## src/rtl/ps2_rx_frame_if.sv

```systemverilog
// PS/2 receiver bundle: raw keyboard lines and rx_en toward the receiver,
// plus the received scan code and its status pulses back out.
interface ps2_rx_frame_if;
  logic       ps2c;
  logic       ps2d;
  logic       rx_en;
  logic [7:0] dout;
  logic       rx_done_tick;
  logic       frame_err;

  modport master (
    output ps2c, ps2d, rx_en,
    input  dout, rx_done_tick, frame_err
  );

  modport slave (
    input  ps2c, ps2d, rx_en,
    output dout, rx_done_tick, frame_err
  );
endinterface

```

## src/rtl/ps2_rx_frame.sv

```systemverilog
// PS/2 keyboard frame receiver: synchronizes and deglitches the raw lines,
// shifts in 11-bit frames on filtered clock falls, and checks parity, stop bit and timeout.
module ps2_rx_frame #(
  parameter int FILTER_LEN  = 8,
  parameter int TIMEOUT_CYC = 50000
) (
  input logic clk,
  input logic rst,
  ps2_rx_frame_if.slave bus
);

  localparam int FCW = (FILTER_LEN  > 1) ? $clog2(FILTER_LEN)  : 1;
  localparam int TCW = (TIMEOUT_CYC > 1) ? $clog2(TIMEOUT_CYC) : 1;
  localparam logic [FCW-1:0] FILT_MAX = FCW'(FILTER_LEN - 1);
  localparam logic [TCW-1:0] TMO_MAX  = TCW'(TIMEOUT_CYC - 1);

  typedef enum logic [1:0] {IDLE, SHIFT, LOAD} state_t;

  logic           ps2c_s1_reg, ps2c_s2_reg;
  logic           ps2d_s1_reg, ps2d_s2_reg;
  logic [FCW-1:0] filt_cnt_reg;
  logic           filt_reg, filt_d_reg;
  logic           fall_edge;

  state_t         state_reg, state_next;
  logic [3:0]     bit_cnt_reg, bit_cnt_next;
  logic [9:0]     sh_reg, sh_next;
  logic [TCW-1:0] tmo_reg, tmo_next;
  logic [7:0]     dout_reg, dout_next;
  logic           done_reg, done_next;
  logic           err_reg, err_next;

  // Synchronizers and level filter: the filtered clock only moves after
  // FILTER_LEN consecutive samples disagree with it.
  always_ff @(posedge clk or posedge rst) begin
    if (rst) begin
      ps2c_s1_reg  <= 1'b1;
      ps2c_s2_reg  <= 1'b1;
      ps2d_s1_reg  <= 1'b1;
      ps2d_s2_reg  <= 1'b1;
      filt_cnt_reg <= '0;
      filt_reg     <= 1'b1;
      filt_d_reg   <= 1'b1;
    end else begin
      ps2c_s1_reg <= bus.ps2c;
      ps2c_s2_reg <= ps2c_s1_reg;
      ps2d_s1_reg <= bus.ps2d;
      ps2d_s2_reg <= ps2d_s1_reg;
      filt_d_reg  <= filt_reg;
      if (ps2c_s2_reg == filt_reg) begin
        filt_cnt_reg <= '0;
      end else if (filt_cnt_reg == FILT_MAX) begin
        filt_reg     <= ps2c_s2_reg;
        filt_cnt_reg <= '0;
      end else begin
        filt_cnt_reg <= filt_cnt_reg + FCW'(1);
      end
    end
  end

  assign fall_edge = filt_d_reg & ~filt_reg;

  always_ff @(posedge clk or posedge rst) begin
    if (rst) begin
      state_reg   <= IDLE;
      bit_cnt_reg <= '0;
      sh_reg      <= '0;
      tmo_reg     <= '0;
      dout_reg    <= '0;
      done_reg    <= 1'b0;
      err_reg     <= 1'b0;
    end else begin
      state_reg   <= state_next;
      bit_cnt_reg <= bit_cnt_next;
      sh_reg      <= sh_next;
      tmo_reg     <= tmo_next;
      dout_reg    <= dout_next;
      done_reg    <= done_next;
      err_reg     <= err_next;
    end
  end

  always_comb begin
    state_next   = state_reg;
    bit_cnt_next = bit_cnt_reg;
    sh_next      = sh_reg;
    tmo_next     = tmo_reg;
    dout_next    = dout_reg;
    done_next    = 1'b0;
    err_next     = 1'b0;
    case (state_reg)
      IDLE: begin
        if (fall_edge && bus.rx_en && !ps2d_s2_reg) begin
          state_next   = SHIFT;
          bit_cnt_next = 4'd10;
          tmo_next     = '0;
          sh_next      = '0;
        end
      end
      SHIFT: begin
        if (fall_edge) begin
          // Data arrives LSB first, so each new bit enters at the top.
          sh_next      = {ps2d_s2_reg, sh_reg[9:1]};
          bit_cnt_next = bit_cnt_reg - 4'd1;
          tmo_next     = '0;
          if (bit_cnt_reg == 4'd1) begin
            state_next = LOAD;
          end
        end else if (tmo_reg == TMO_MAX) begin
          state_next = IDLE;
          err_next   = 1'b1;
          tmo_next   = '0;
        end else begin
          tmo_next = tmo_reg + TCW'(1);
        end
      end
      LOAD: begin
        state_next = IDLE;
        if (sh_reg[9] && (^sh_reg[8:0])) begin
          dout_next = sh_reg[7:0];
          done_next = 1'b1;
        end else begin
          err_next = 1'b1;
        end
      end
      default: state_next = IDLE;
    endcase
  end

  assign bus.dout         = dout_reg;
  assign bus.rx_done_tick = done_reg;
  assign bus.frame_err    = err_reg;

endmodule

```

## src/flat_wrapper.sv

```systemverilog
// flat-port wrapper written by rule: the top's interface ports become plain ports
module ps2_rx_frame_flat 
#(
  parameter int FILTER_LEN  = 8,
  parameter int TIMEOUT_CYC = 50000
)
  (clk, rst, bus_ps2c, bus_ps2d, bus_rx_en, bus_dout, bus_rx_done_tick, bus_frame_err);
  ps2_rx_frame_if bus_i ();
  input logic clk;
  input logic rst;
  input wire logic [$bits(bus_i.ps2c)-1:0] bus_ps2c;
  input wire logic [$bits(bus_i.ps2d)-1:0] bus_ps2d;
  input wire logic [$bits(bus_i.rx_en)-1:0] bus_rx_en;
  output wire logic [$bits(bus_i.dout)-1:0] bus_dout;
  output wire logic [$bits(bus_i.rx_done_tick)-1:0] bus_rx_done_tick;
  output wire logic [$bits(bus_i.frame_err)-1:0] bus_frame_err;
  assign bus_i.ps2c = bus_ps2c;
  assign bus_i.ps2d = bus_ps2d;
  assign bus_i.rx_en = bus_rx_en;
  assign bus_dout = bus_i.dout;
  assign bus_rx_done_tick = bus_i.rx_done_tick;
  assign bus_frame_err = bus_i.frame_err;
  ps2_rx_frame #(.FILTER_LEN(FILTER_LEN), .TIMEOUT_CYC(TIMEOUT_CYC)) u_core (.clk(clk), .rst(rst), .bus(bus_i));
endmodule
```

## config.mk

```make
export PLATFORM = sky130hd
export DESIGN_NAME = ps2_rx_frame_flat
export DESIGN_NICKNAME = d
export VERILOG_FILES = /design/src/rtl/ps2_rx_frame_if.sv /design/src/rtl/ps2_rx_frame.sv /design/src/flat_wrapper.sv
export SDC_FILE = /design/constraint.sdc
export NUM_CORES = 1
export LEC_CHECK = 0
export BUFFER_PORTS_ARGS = -buffer_cell sky130_fd_sc_hd__buf_2
export CORE_ASPECT_RATIO = 0.6
export CORE_MARGIN = 2
export CORE_UTILIZATION = 50
export CTS_CLUSTER_SIZE = 16
export DETAILED_ROUTE_END_ITERATION = 6
export PLACE_DENSITY = 0.8
export SKIP_LAST_GASP = 1
export SYNTH_ARGS = -nofsm -noshare
export SYNTH_HDL_FRONTEND = slang
export SYNTH_SLANG_ARGS = --single-unit
```

## constraint.sdc

```tcl
create_clock -name clk -period 2.2 [get_ports clk]
set_input_delay 0.11 -clock clk [delete_from_list [all_inputs] [get_ports clk]]
set_output_delay 0.11 -clock clk [all_outputs]
set_load 0.005 [all_outputs]
```

==> flow_metrics.env <==
export IMPL_synth_main_ff_cell="dfrtp_1"
export IMPL_io_pins=15
export IMPL_n_fill_cell=382
export IMPL_p_int_mw=1.56
export IMPL_r2r_slack_ns=0.16
export IMPL_yosysMostFrequentCell="dfrtp_1"
export IMPL_postRouteAntennaNets=0
export IMPL_synth_edf_count=0
export IMPL_drive_gt1_frac=0.221
export IMPL_grtUsageTotal=0.191
export IMPL_cpPeakStageDelay_ns=0.47
export IMPL_final_area_sq_um=2730
export IMPL_cts_path_max_buffers=2
export IMPL_leakage_nw=1.34
export IMPL_numCtsBuffers=5
export IMPL_finalNetCount=247
export IMPL_via_per_inst=5.73
export IMPL_start_kind="flip-flop"
export IMPL_power_frac_comb=0.219
export IMPL_syn_avg_cell_area_sq_um=11.6
export IMPL_cp_num_buf_inv=0
export IMPL_clkTransAtPathRegs_ns=0.09
export IMPL_grt_max_degree=23
export IMPL_core_sq_um=4640
export IMPL_setup_ws_ns=0.159
export IMPL_hold_violations=0
export IMPL_tns_ns=0
export IMPL_crit_required_ns=2.43
export IMPL_post_dp_hpwl_mm=3.22
export IMPL_power_switching_mw=0.743
export IMPL_fp_dieH_um=58.1
export IMPL_finalNonFillerCells=298
export IMPL_async_flop_share=1.00
export IMPL_arrival_ns=2.27
export IMPL_critical_path_slowest_cell="or3b_1"
export IMPL_ys_seq_area_frac=0.526
export IMPL_fp_dieW_um=94.2
export IMPL_synth_top_area_frac=0.462
export IMPL_ys_warn_count=0
export IMPL_ys_seq_elements=51
export IMPL_synthTopCellsByCount="45 x dfrtp_1, 14 x nor2_1, 11 x inv_1, 11 x nand2_1"
export IMPL_synthToLayoutAreaGrowth_pct=12.0
export IMPL_clockPowerShare=0.256
export IMPL_hold_class="input pin to flip-flop"
export IMPL_place_gp_congestion=0.887
export IMPL_crit_fanout=6
export IMPL_crit_path_cell_trace="ha_1 -> and3_1 -> nand4_1 -> or3b_1 -> or3_1 -> o21ai_0"
export IMPL_power_share_sequential=0.526
export IMPL_switching_share=0.323
export IMPL_cap_violations=0
export IMPL_drt_iter0_markers=124
export IMPL_place_inst=287
export IMPL_dpl_cell_area_sq_um=2600
export IMPL_end_kind="flip-flop"
export IMPL_largest_reg_flops=16
export IMPL_status="complete, no violations"
export IMPL_period_minus_slack_ns=2.04
export IMPL_yosys_area_top_type="dfrtp_1"
export IMPL_cpLargestDelayFamily="simple AND/OR/NAND/NOR gates"
export IMPL_antenna_found_initial=0
export IMPL_path_class="flip-flop to flip-flop"
export IMPL_num_vias=1709
export IMPL_cts_setup_buffers=0
export IMPL_initial_utilization=0.526
export IMPL_cts_root_buf="clkbuf_8"
export IMPL_syn_inst=211
export IMPL_setup_violations=0
export IMPL_die_area_sq_um=5470
export IMPL_htreeDepth=2
export IMPL_worst_slew_pin_slew_ns=0.543
export IMPL_max_slew_margin=0.629
export IMPL_syn_nets=224
export IMPL_io_buffers=14
export IMPL_route_detailed_drc=0
export IMPL_min_period_over_period=0.928
export IMPL_avgRoutedWirePerCell_um=15.3
export IMPL_ys_types=48
export IMPL_clk_latency_ns=0.31
export IMPL_ir_worst_vdd_v=0.000444
export IMPL_grt_overflow=0
export IMPL_routed_wl_mm=4.56
export IMPL_grt_pass1_wl_mm=8.00
export IMPL_cts_sinks=51
export IMPL_fin_skew_ns=0.00604
export IMPL_cts_resized=0
export IMPL_netlist_area_sq_um=2440
export IMPL_synth_area_leaders="dfrtp_1 46%, dfstp_2 6.5%, mux2_4 4.9%, ha_1 4.1%, a22o_1 3.2%"
export IMPL_pre_cts_ws_ns=0.174
export IMPL_drt_pass1_iter_count=4
export IMPL_power_per_cell_area_nw_per_um2=842
export IMPL_cts_tree="built"
export IMPL_grt_pass1_vias=1617
export IMPL_rsz0062_at_grt="false"
export IMPL_fmax_mhz=490
export IMPL_finalMaxSlewViolations=0
export IMPL_antenna_cells=0
export IMPL_num_rows=19
==> worst register-to-register path: stages (launching register included) <==
cell and delay, ns:
dfrtp_1 0.43, ha_1 0.25, and3_1 0.22, nand4_1 0.15, or3b_1 0.47, or3_1 0.37, o21ai_0 0.07
==> per-layer routing <==
| metal | routed length (um) | part of all wire | up-vias | GRT usage |
|---|---|---|---|---|
| met5 | 0 | 0 | - | 0 |
| met4 | 81 | 0.018 | 0 | 0.0745 |
| met3 | 217 | 0.048 | 8 | 0.0429 |
| met1 | 2350 | 0.51 | 858 | 0.291 |
| li1 | - | - | 801 | - |
| met2 | 1920 | 0.42 | 42 | 0.267 |
==> power by group through the flow <==
stage | Combinational [mW] | Sequential, mW | Clock, mW
2_1_floorplan | 0.367 | 1.19 | 0
3_3_place_gp | 0.477 | 1.21 | 0
3_5_place_dp | 0.496 | 1.22 | 0
4_1_cts | 0.500 | 1.21 | 0.600
5_1_grt | 0.570 | 1.23 | 0.633
6_report | 0.503 | 1.21 | 0.588
==> cells by family after synthesis <==
kind of cell,share of synthesized area
simple gates,0.158
flops,0.526
compound gates,0.111
buf+inv,0.0303
xor+xnor,0.0662
mux,0.0672
fa+ha+maj,0.0410
==> stage by stage <==
step	power (mW)	util	hold WS [ns]
finish	2.30	0.589	0.352
global route	2.43	0.589	0.364
CTS	2.31	0.589	0.342
detailed placement	1.72	0.561	0.151
global placement	1.69	0.561	0.147
floorplan	1.55	-	0.114
==> what timing repair did <==
| item | 4_1_cts | 5_1_grt |
|---|---|---|
| setup endpoints to repair | 0 | 0 |
| hold endpoints to repair | 22 | 0 |
| hold buffers | 3 | 0 |
==> worst paths after layout <==
| path | start | end | cells past startpoint |
|---|---|---|---|
| max | u_core.tmo_reg[0] | u_core.tmo_reg[3] | 6 |
| max reg2reg | u_core.tmo_reg[0] | u_core.tmo_reg[3] | 6 |
| min in group asynchronous | rst | u_core.sh_reg[1] | 3 |
| min reg2reg | u_core.ps2c_s1_reg | u_core.ps2c_s2_reg | 0 |
| min | bus_rx_en | u_core.state_reg[1] | 5 |
| max in group asynchronous | rst | u_core.filt_d_reg | 4 |
==> layout by cell type (no fill, tap or decap), types with 2 or more instances in the layout <==
master         count
buf_4              6
nor4bb_1           2
or2_2              2
xor2_1             9
a21oi_1            4
nand2b_1           2
nor4_1             3
and4_1             2
o21ai_0            8
and3_1             3
nor3_1             4
dlygate4sd3_1      3
xnor2_1            5
nand4_1            7
nor3b_1            2
buf_2             14
mux2_2             3
nor2b_1            3
nor2_1            14
nand2_1           11
dfstp_2            6
a22o_2             2
mux2_4             8
a22o_1             9
clkbuf_8           7
dfrtp_1           45
ha_1               8
inv_1             10
nand3_1            9
a31oi_1            3
==> layout make-up <==
| type | instances | area, sq um | area share |
|---|---|---|---|
| clock buffer | 8 | 100 | 0.0367 |
| inverter | 11 | 41.3 | 0.0151 |
| multi-input combinational | 142 | 1080 | 0.396 |
| sequential | 51 | 1280 | 0.470 |
| tap | 63 | 78.8 | 0.0289 |
| timing repair buffer | 23 | 145 | 0.0532 |
(Power assumes the default switching activity.)
